--- src/rtl/imm_ext_pipe.sv ---
// -----------------------------------------------------------------------------
// imm_ext_pipe
//   Pipelined immediate-extension stage on the decode->execute path.
//   The stage widens an IN_W-bit immediate to OUT_W bits in one of four modes:
//   zero-extend, sign-extend, upper, or branch offset (sign-extend, then << 2).
//   Extension is combinational on the input and the result is registered, so
//   an accepted beat appears on out_ext one cycle later.
//   Storage is a main register that drives out_* and a one-entry skid
//   register. The skid register absorbs the one beat that arrives while execute
//   stalls, so no immediate is ever dropped. in_ready depends only on
//   registered state, which keeps out_ready off the input-side timing path.
//
// Ports
//   clk        rising-edge clock
//   rst        synchronous, active-high reset
//   flush      synchronous discard of all held beats (branch redirect)
//   in_valid   input beat valid
//   in_ready   stage can accept a beat this cycle
//   in_imm     raw immediate, IN_W bits
//   in_mode    00 zero, 01 sign, 10 upper, 11 branch (sign-extend, then << 2)
//   in_tag     sideband tag, passed through unchanged
//   out_valid  output beat valid
//   out_ready  consumer accepts the beat
//   out_ext    extended immediate, OUT_W bits
//   out_tag    tag of the beat on out_ext
// -----------------------------------------------------------------------------
module imm_ext_pipe #(
    parameter int IN_W  = 16,
    parameter int OUT_W = 32,
    parameter int TAG_W = 5
) (
    input  logic             clk,
    input  logic             rst,
    input  logic             flush,
    input  logic             in_valid,
    output logic             in_ready,
    input  logic [IN_W-1:0]  in_imm,
    input  logic [1:0]       in_mode,
    input  logic [TAG_W-1:0] in_tag,
    output logic             out_valid,
    input  logic             out_ready,
    output logic [OUT_W-1:0] out_ext,
    output logic [TAG_W-1:0] out_tag
);

    localparam int PAD_W = OUT_W - IN_W;

    logic [OUT_W-1:0] ext_zero;
    logic [OUT_W-1:0] ext_sign;
    logic [OUT_W-1:0] ext_upper;
    logic [OUT_W-1:0] ext_branch;
    logic [OUT_W-1:0] ext_nxt;

    logic             main_valid;
    logic [OUT_W-1:0] main_ext;
    logic [TAG_W-1:0] main_tag;
    logic             skid_valid;
    logic [OUT_W-1:0] skid_ext;
    logic [TAG_W-1:0] skid_tag;

    logic             accept;
    logic             deliver;
    logic             main_free;

    assign ext_zero   = {{PAD_W{1'b0}}, in_imm};
    assign ext_sign   = {{PAD_W{in_imm[IN_W-1]}}, in_imm};
    assign ext_upper  = {in_imm, {PAD_W{1'b0}}};
    // With OUT_W >= IN_W+2, the two bits shifted out of the top are sign
    // copies, so the upper bits of the result stay sign-filled.
    assign ext_branch = ext_sign << 2;

    always_comb begin
        ext_nxt = ext_zero;
        case (in_mode)
            2'b00:   ext_nxt = ext_zero;
            2'b01:   ext_nxt = ext_sign;
            2'b10:   ext_nxt = ext_upper;
            default: ext_nxt = ext_branch;
        endcase
    end

    assign in_ready  = !skid_valid && !rst;
    assign accept    = in_valid && in_ready;
    assign deliver   = main_valid && out_ready;
    assign main_free = !main_valid || deliver;

    assign out_valid = main_valid;
    assign out_ext   = main_ext;
    assign out_tag   = main_tag;

    always_ff @(posedge clk) begin
        if (rst) begin
            main_valid <= 1'b0;
            main_ext   <= '0;
            main_tag   <= '0;
            skid_valid <= 1'b0;
            skid_ext   <= '0;
            skid_tag   <= '0;
        end else if (flush) begin
            // Only the valid bits clear. A beat accepted in this cycle is
            // dropped because nothing is loaded.
            main_valid <= 1'b0;
            skid_valid <= 1'b0;
        end else if (main_free) begin
            // When the skid register is full, in_ready is low, so the skid
            // beat and a new beat never compete for the main register.
            if (skid_valid) begin
                main_valid <= 1'b1;
                main_ext   <= skid_ext;
                main_tag   <= skid_tag;
                skid_valid <= 1'b0;
            end else if (accept) begin
                main_valid <= 1'b1;
                main_ext   <= ext_nxt;
                main_tag   <= in_tag;
            end else begin
                main_valid <= 1'b0;
            end
        end else if (accept) begin
            skid_valid <= 1'b1;
            skid_ext   <= ext_nxt;
            skid_tag   <= in_tag;
        end
    end

endmodule

--- config.mk ---
export PLATFORM = sky130hd
export DESIGN_NAME = imm_ext_pipe
export DESIGN_NICKNAME = d
export VERILOG_FILES = /design/src/rtl/imm_ext_pipe.sv
export SDC_FILE = /design/constraint.sdc
export NUM_CORES = 1
export LEC_CHECK = 0
export ABC_AREA = 1
export CORE_MARGIN = 3
export CORE_UTILIZATION = 52
export DETAILED_ROUTE_END_ITERATION = 8
export PLACE_DENSITY = 0.79
export REMOVE_ABC_BUFFERS = 1
export SYNTH_ARGS = -nofsm -noshare
export SYNTH_HDL_FRONTEND = slang
export SYNTH_SLANG_ARGS = --single-unit
--- constraint.sdc ---
create_clock -name clk -period 1.3 [get_ports clk]
set_input_delay 0.26 -clock clk [delete_from_list [all_inputs] [get_ports clk]]
set_output_delay 0.26 -clock clk [all_outputs]
set_load 0.005 [all_outputs]
# Yosys cells after proc, flatten, opt, wreduce, memory -nomap -nowiden
# Cells that the tools add are included.
[word_totals]
input_bits = 28
output_inout_bits = 39
word_cells = 30
regBits = 76
[classes]
bitwise = 2
reduce_logical = 13
n_eq_ne = 2
mux = 7
[op_table]
columns = ["operator", "n"]
rows = [
  ["$pmux 32 s3", 1],
  ["$mux 32", 2],
  ["$mux 5", 2],
  ["$reduce_and 3->1", 2],
  ["$logic_and 1x1->1", 3],
  ["$logic_not 1->1", 3],
  ["$reduce_or 3->1", 1],
  ["$eq 2x1->1 const B", 1],
  ["$eq 2x2->1 const B", 1],
  ["$logic_not 2->1", 1],
  ["$mux 1", 2],
  ["$not 1->1", 2],
  ["$reduce_bool 2->1", 1],
  ["$reduce_or 2->1", 1],
  ["$logic_or 1x1->1", 1],
]

# Depth between registers and ports, before layout
# Gate-level depths: netlist of run 1.
[depth]
ltp_word = 5
mapped_depth = 9
ltp_nobuf = 7

# Least setup slack after synthesis of run 1
# Ideal clock, no wire load.
[synth_timing]
path_type = "register to register"
from = "register skid_valid"
to = "register main_ext[1] (netlist: out_ext[1])"
n_path_buf = 2
stages_incl_launch_ff = 8
setup_slack_ns = 0.100
t_arrival_ns = 1.087
required_time_ns = 1.187
setup_ns = 0.113
cell_sequence = "dfxtp_1 inv_2 o21ai_2 nand2_1 buf_4 buf_4 o21ai_1 nor2_1"
[synth_via]
elab_chain_cells = 5
elab_cells_between_ends = 6
classes_between = "mux: 1; reduce/logical: 5"
[synth_rtl]
columns = ["item", "line_no", "source"]
rows = [
  ["start: declaration", "57", "logic skid_valid;"],
  ["start signal: assignment", "96", "skid_valid <= 1'b0;"],
  ["start signal: assignment", "103", "skid_valid <= 1'b0;"],
  ["start signal: assignment", "111", "skid_valid <= 1'b0;"],
  ["$logic_not 1->1", "82", "assign in_ready = !skid_valid && !rst;"],
  ["$logic_and 1x1->1", "82", ""],
  ["$logic_and 1x1->1", "83", "assign accept = in_valid && in_ready;"],
  ["$reduce_bool 2->1 (no line)", "--", ""],
  ["$reduce_and 3->1 (no line)", "--", ""],
  ["end signal: assignment", "109", "main_ext <= skid_ext;"],
  ["end signal: assignment", "114", "main_ext <= ext_nxt;"],
  ["end: declaration", "55", "logic [OUT_W-1:0] main_ext;"],
]
# Several ways; a longest one is shown, not always the timed one.
# A chain may end at the register's enable or synchronous reset.

# Worst setup path in the final report of run 1
[layout_timing]
from = "register main_valid (netlist: out_valid)"
to = "register main_ext[8] (netlist: out_ext[8])"
[layout_via]
elab_chain_cells = 3
elab_cells_between_ends = 4
classes_between = "reduce/logical: 4"
[layout_rtl]
columns = ["item", "line_no", "source"]
rows = [
  ["start: declaration", "54", "logic main_valid;"],
  ["start signal: assignment", "93", "main_valid <= 1'b0;"],
  ["start signal: assignment", "102", "main_valid <= 1'b0;"],
  ["start signal: assignment", "108", "main_valid <= 1'b1;"],
  ["$logic_not 1->1 / $logic_and 1x1->1 (equally long branches)", "85, 84", ""],
  ["$logic_or 1x1->1 *", "85", "assign main_free = !main_valid || deliver;"],
  ["$reduce_and 3->1 (no line) *", "--", ""],
]
# Mark *: on every way between the ends. The rest lies on a longest branch, timed or not.

==> out/metrics.csv, run 1 <==
metric,value,unit
Mapped Cells,612,
status,"finished, final reports clean",
first-pass GRT wire length,16100,microns
Worst setup EP type,register,
compound-cell area share of the yosys netlist,6.61,%
Vias,3902,
CTS Hold Bufs,0,
H-tree depth,3,
sequential-to-total area share from yosys stat,41.2,%
RSZ-0062 raised after global routing,true,
CP Buf/Inv Count,2,
Clock Latency Late Sink,0.35,ns
crit path kind,reg2reg,
starting density of the core,54.1,%
"Hold Violations, Final",0,
cell family with most CP delay,simple AND/OR/NAND/NOR gates,
Rows,30,
Hold WS,0.282,ns
largest family of logic cells by synthesized area,simple AND/OR/NAND/NOR gates,
final setup vio count,0,
simple-gate area share of the yosys netlist,42.8,%
clock-pin slew on the worst setup and hold paths,0.08,ns
layout cells sized above 1,9.25,%
Clock Skew,0.00674,ns
Crit-path slowest cell,dfxtp_2,
clk buf depth,2,
maximum vdd drop,0.000606,V
Tightest Hold Check Type,in2reg,
initial DRC count,327,
core area,6830,sq um
Worst Path Required,1.55,ns
Syn Area/Cell,6.04,sq um
post-layout util,71.1,%
"Max FO, Critical Path",36,
Leakage,2.48,nW
largest net degree at the start of global routing,40,
"Cell Area, Synth",3690,sq um
Die Span Y,90.3,microns
routed length per placed instance,12.7,microns
crit-path cells,"inv_1, nor2_4, nor2_2, nand2_4, buf_12, nor2_1, nor2_1",
relative slew slack,71.2,%
DRT antenna net count,0,
power per cell area,1090,nW/um^2
most frequent CP cell,nor2_1,
synthesis-stage register bit count,76,
max-slew violation count,0,
# DRC,0,
gr usage total,23.7,%
CTS sink cnt,76,
Antenna diodes,0,
input/output buffers,66,
Post-Synth Adder-Cell Area,0,%
unique cell type count in the Yosys netlist,17,
routability cong.,0.798,
Area Overhead vs Synth,31.5,%
chip width,90.3,microns
vias in the first global route,3570,
CTS buffer count,9,
Tmin final,1.28,ns
initial antenna violation count,0,
Nets,704,
total gr overflow,0,
multiplexer share of the synthesized area,0,%
XOR/XNOR share of the synthesized area,0,%
Root Buffer,clkbuf_8,
startpoint types,register,
final WL,9830,microns
TritonCTS clock tree,built,
die area,8150,sq um
detailed placement HPWL,5770,microns
Via density,5.02,
yosys warns,0,
placed insts,755,
io pins,67,
Final Cycle Share,98.7,%
fmax,779,MHz
CP max stage delay,0.33,ns
final std cells w/o fill,777,
Initial DRT Pass Iterations,8,
Worst EP arrival,1.53,ns
Max-Cap Viols,0,
Least-Margin Pin Slew,0.432,ns
[metrics by stage]
stage          power [mW]  setup WS (ns)  setup TNS, ns  area [sq um]
2_1_floorplan        2.82          -1.61         -98.11          3500
3_3_place_gp         3.19         -0.352         -20.45          4520
3_5_place_dp         3.20         -0.371         -23.59          4520
4_1_cts              5.28        -0.0130        -0.0143          4720
5_1_grt              5.51        -0.0616         -0.674          4860
6_report             5.29         0.0164              0          4860
[layout make-up]
type	count	area (sq um)
fillers	578	1980
multi-input cells	457	1860
flip-flops and latches	76	1530
repair buffers	89	931
inverters	41	166
clock buffers	11	131
well taps	96	120
clock inverters	5	100
repair inverters	2	15.0
[final timing paths]
kind                                 start          to  slack, ns  cells after the start
worst max-delay path             out_valid  out_ext[8]       0.02                      7
worst min-delay path             out_ready   out_valid       0.28                      4
worst max register to register   out_valid  out_ext[8]       0.02                      7
worst min register to register  out_tag[0]  out_tag[0]       0.48                      2
[routing by layer]
metal	wire [microns]	vias up	global-route usage (%)
met1	4160	1719	29.5
met5	0	-	0
li1	-	1977	-
met3	799	14	3.42
met2	4710	192	41.4
met4	163	0	9.31
[power by group]
part	internal, mW	leakage [nW]	switching, mW
clock network	1.27	0.117	0.867
registers	2.40	0.620	0.0302
logic	0.328	1.75	0.401
[Yosys cell counts]
library cell / n / area, sq um
nand2_1: 221 / 830
nor2_1: 155 / 582
dfxtp_1: 76 / 1520
inv_1: 39 / 146
o21ai_0: 39 / 195
nand3_1: 31 / 155
buf_2: 17 / 85.1
clkbuf_1: 12 / 45.0
o21ai_1: 6 / 30.0
buf_4: 4 / 30.0
buf_1: 3 / 11.3
a21oi_1: 2 / 10.0
buf_6: 2 / 22.5
inv_2: 2 / 7.51
nand2_2: 1 / 6.26
nand3b_1: 1 / 7.51
o21ai_2: 1 / 8.76
[worst register-to-register path, stage by stage (launching register included)]
cell and delay, ns:
dfxtp_2 0.33, inv_1 0.10, nor2_4 0.05, nor2_2 0.17, nand2_4 0.13, buf_12 0.19
nor2_1 0.17, nor2_1 0.05
[cells by family after synthesis]
logic type,Yosys count
AOI/OAI and AO/OA,48
and+or+nand+nor,409
buffers and inverters,79
DFF,76
[what timing repair did]
action,CTS,global route
endpoints found under the setup margin,54,63
buffers inserted,0,1
gates cloned,1,4
pin swaps,0,3
resized for setup,55,27
[registers in the layout, summed over array words and instances (netlist names)]
register and cells:
skid_ext 32, skid_tag 5, out_valid 1, skid_valid 1
out_tag 5, out_ext 32
[cell usage in the layout, fill, tap and decap left out, types with 12 or more instances in the layout]
master and count:
o21ai_1 16, dfxtp_1 68, buf_4 12, nand2_1 219
clkdlybuf4s50_1 22, inv_1 36, o21ai_0 28, nor2_1 150
nand3_1 31, dlygate4sd2_1 39
No activity file was read; power rests on OpenSTA's default activity.
==> run 2: changes to the inputs <==
Settings changed: ABC_CLOCK_PERIOD_IN_PS from default to 1300, CORE_UTILIZATION 52 to 45, PLACE_DENSITY 0.79 to 0.7.
==> out/metrics.csv, run 2 (synthesis gave the netlist of run 1 again) <==
metric,value,unit
clock group share of total power,37.5,%
Fillers,713,
routability cong.,0.772,
startpoint types,register,
final WL,10600,microns
setup TNS,0,ns
Rows,32,
io pins,67,
Hold Path Depth,4,
input/output buffers,66,
relative slew slack,70.6,%
Hold Crit Endpoint,out_valid,
met3 Usage GRT,4.88,%
FF-to-FF setup slack,0.007,ns
CTS Hold Bufs,0,
Vias,3971,
most frequent CP cell,nor2_4,
switching power,1.36,mW
Worst EP arrival,1.58,ns
CTS buffer count,9,
GR Util met1,25.8,%
core area,7850,sq um
Worst Path Required,1.59,ns
status,"finished, final reports clean",
vias in the first global route,3369,
Nets,718,
Final Cycle Share,99.5,%
FF-to-FF path depth,9,
maximum vdd drop,0.000777,V
Clock Skew,0.00605,ns
routed length per placed instance,13.3,microns
pre-CTS WS,-0.348,ns
detailed placement HPWL,5690,microns
Gate power share,15.9,%
Tmin final,1.29,ns
"commonest non-fill, non-tap cell in the layout",nand2_1,
final setup vio count,0,
Crit-path slowest cell,dfxtp_2,
crit path kind,reg2reg,
starting density of the core,47.1,%
post-layout util,66.4,%
max-slew violation count,0,
routing usage on met2,34.1,%
chip width,96.6,microns
Leakage,2.64,nW
GRT Max-Usage Layer,met2,
CP max stage delay,0.34,ns
initial DRC count,274,
Least-Margin Pin Slew,0.441,ns
Antenna diodes,0,
DRT antenna net count,0,
Via density,4.99,
Final WS setup,0.00714,ns
first-pass GRT wire length,14900,microns
Area Overhead vs Synth,41.1,%
placed insts,765,
total gr overflow,0,
fmax,773,MHz
Root Buffer,clkbuf_8,
Die Span Y,96.6,microns
reg2reg end,out_ext[26],
TritonCTS clock tree,built,
power per cell area,1000,nW/um^2
layout cells sized above 1,14.8,%
initial antenna violation count,0,
Initial DRT Pass Iterations,5,
crit-path cells,"inv_2, nor2_4, nor2_4, buf_12, nand2_8, clkbuf_16, nand2_4, nand2_2, nor2_1",
Tightest Hold Check Type,in2reg,
H-tree depth,3,
Cell Int Power,3.85,mW
Reg power frac,46.6,%
Clock Latency Late Sink,0.35,ns
most frequent cells in the layout,"206 x nand2_1, 137 x nor2_1, 67 x dfxtp_1, 39 x dlygate4sd2_1, 36 x inv_1",
CTS sink cnt,76,
Max-Cap Viols,0,
"Hold Violations, Final",0,
RSZ-0062 raised after global routing,true,
clock-pin slew on the worst setup and hold paths,0.08,ns
gr usage total,20.1,%
die area,9330,sq um
Worst Min Path Start,out_ready,
"Max FO, Critical Path",5,
clk buf depth,2,
Worst setup EP type,register,
FF-to-FF Start,out_valid,
final std cells w/o fill,796,
largest net degree at the start of global routing,43,
Sw Share,26.1,%
# DRC,0,
-- run 2: changes by cell type in the layout (fill, tap and decap cells not counted), sizes merged, moves of 2 or more --
cell and change:
clkinvlp -3, dlymetal6s2s +2, clkbuf +3, inv +2, buf +11
-- run 2: through the flow --
step | total power [mW] | hold WS, ns | cell area (sq um)
final | 5.21 | 0.266 | 5210
after global routing | 5.44 | 0.308 | 5210
after CTS | 5.09 | 0.488 | 4720
after detailed placement | 3.21 | 0.472 | 4550
after global placement | 3.20 | 0.463 | 4550
after floorplan | 2.82 | 0.420 | 3500
-- run 2: power by group through the flow --
stage,clock [mW],combinational (mW),sequential [mW]
final,1.96,0.828,2.43
after global routing,2.08,0.921,2.44
after CTS,1.97,0.689,2.43
after detailed placement,0,0.727,2.48
after global placement,0,0.718,2.48
after floorplan,0,0.336,2.49
-- run 2: layout make-up --
class | count | area [sq um] | share of cell area [%]
multi-input cells | 458 | 1990 | 38.2
flip-flops and latches | 76 | 1530 | 29.4
clock buffers | 10 | 128 | 2.45
clock inverters | 5 | 77.6 | 1.49
inverters | 41 | 156 | 3.00
repair buffers | 104 | 1200 | 23.0
well taps | 102 | 128 | 2.45
-- run 2: metal layers --
| metal | routed length (microns) | part of all wire (%) |
|---|---|---|
| met1 | 4820 | 45 |
| met4 | 91 | 0.86 |
| met5 | 0 | 0 |
| met2 | 4970 | 47 |
| met3 | 722 | 6.8 |
-- run 2: what timing repair did --
action / 4_1_cts / 5_1_grt
buffers inserted: 0 / 3
gates resized for setup: 52 / 65
endpoints found under the setup margin: 39 / 50
pin swaps: 0 / 18
cloned: 0 / 13
-- run 2: worst max-delay path by stage --
stage / start / endpoint / slack [ns] / cells past startpoint
3_3_place_gp: rst / in_ready / -0.33 / 3
2_1_floorplan: skid_valid / out_ext[0] / -1.61 / 5
6_report: out_valid / out_ext[26] / 0.007 / 9
3_5_place_dp: rst / in_ready / -0.35 / 3
4_1_cts: skid_valid / in_ready / 0.003 / 2
5_1_grt: out_valid / out_ext[23] / -0.06 / 9
-- run 2: critical path: cells and delay by family, from the launching register on --
family                 cells  cell delay, ns
buffers and inverters      3            0.39
DFF                        1            0.34
and+or+nand+nor            6            0.49
==> run 3: changes to the inputs <==
Settings changed: HOLD_SLACK_MARGIN from default to 0.06.
==> results of run 3 <==
Final layout, timing and power as in run 2 (identical DEF).
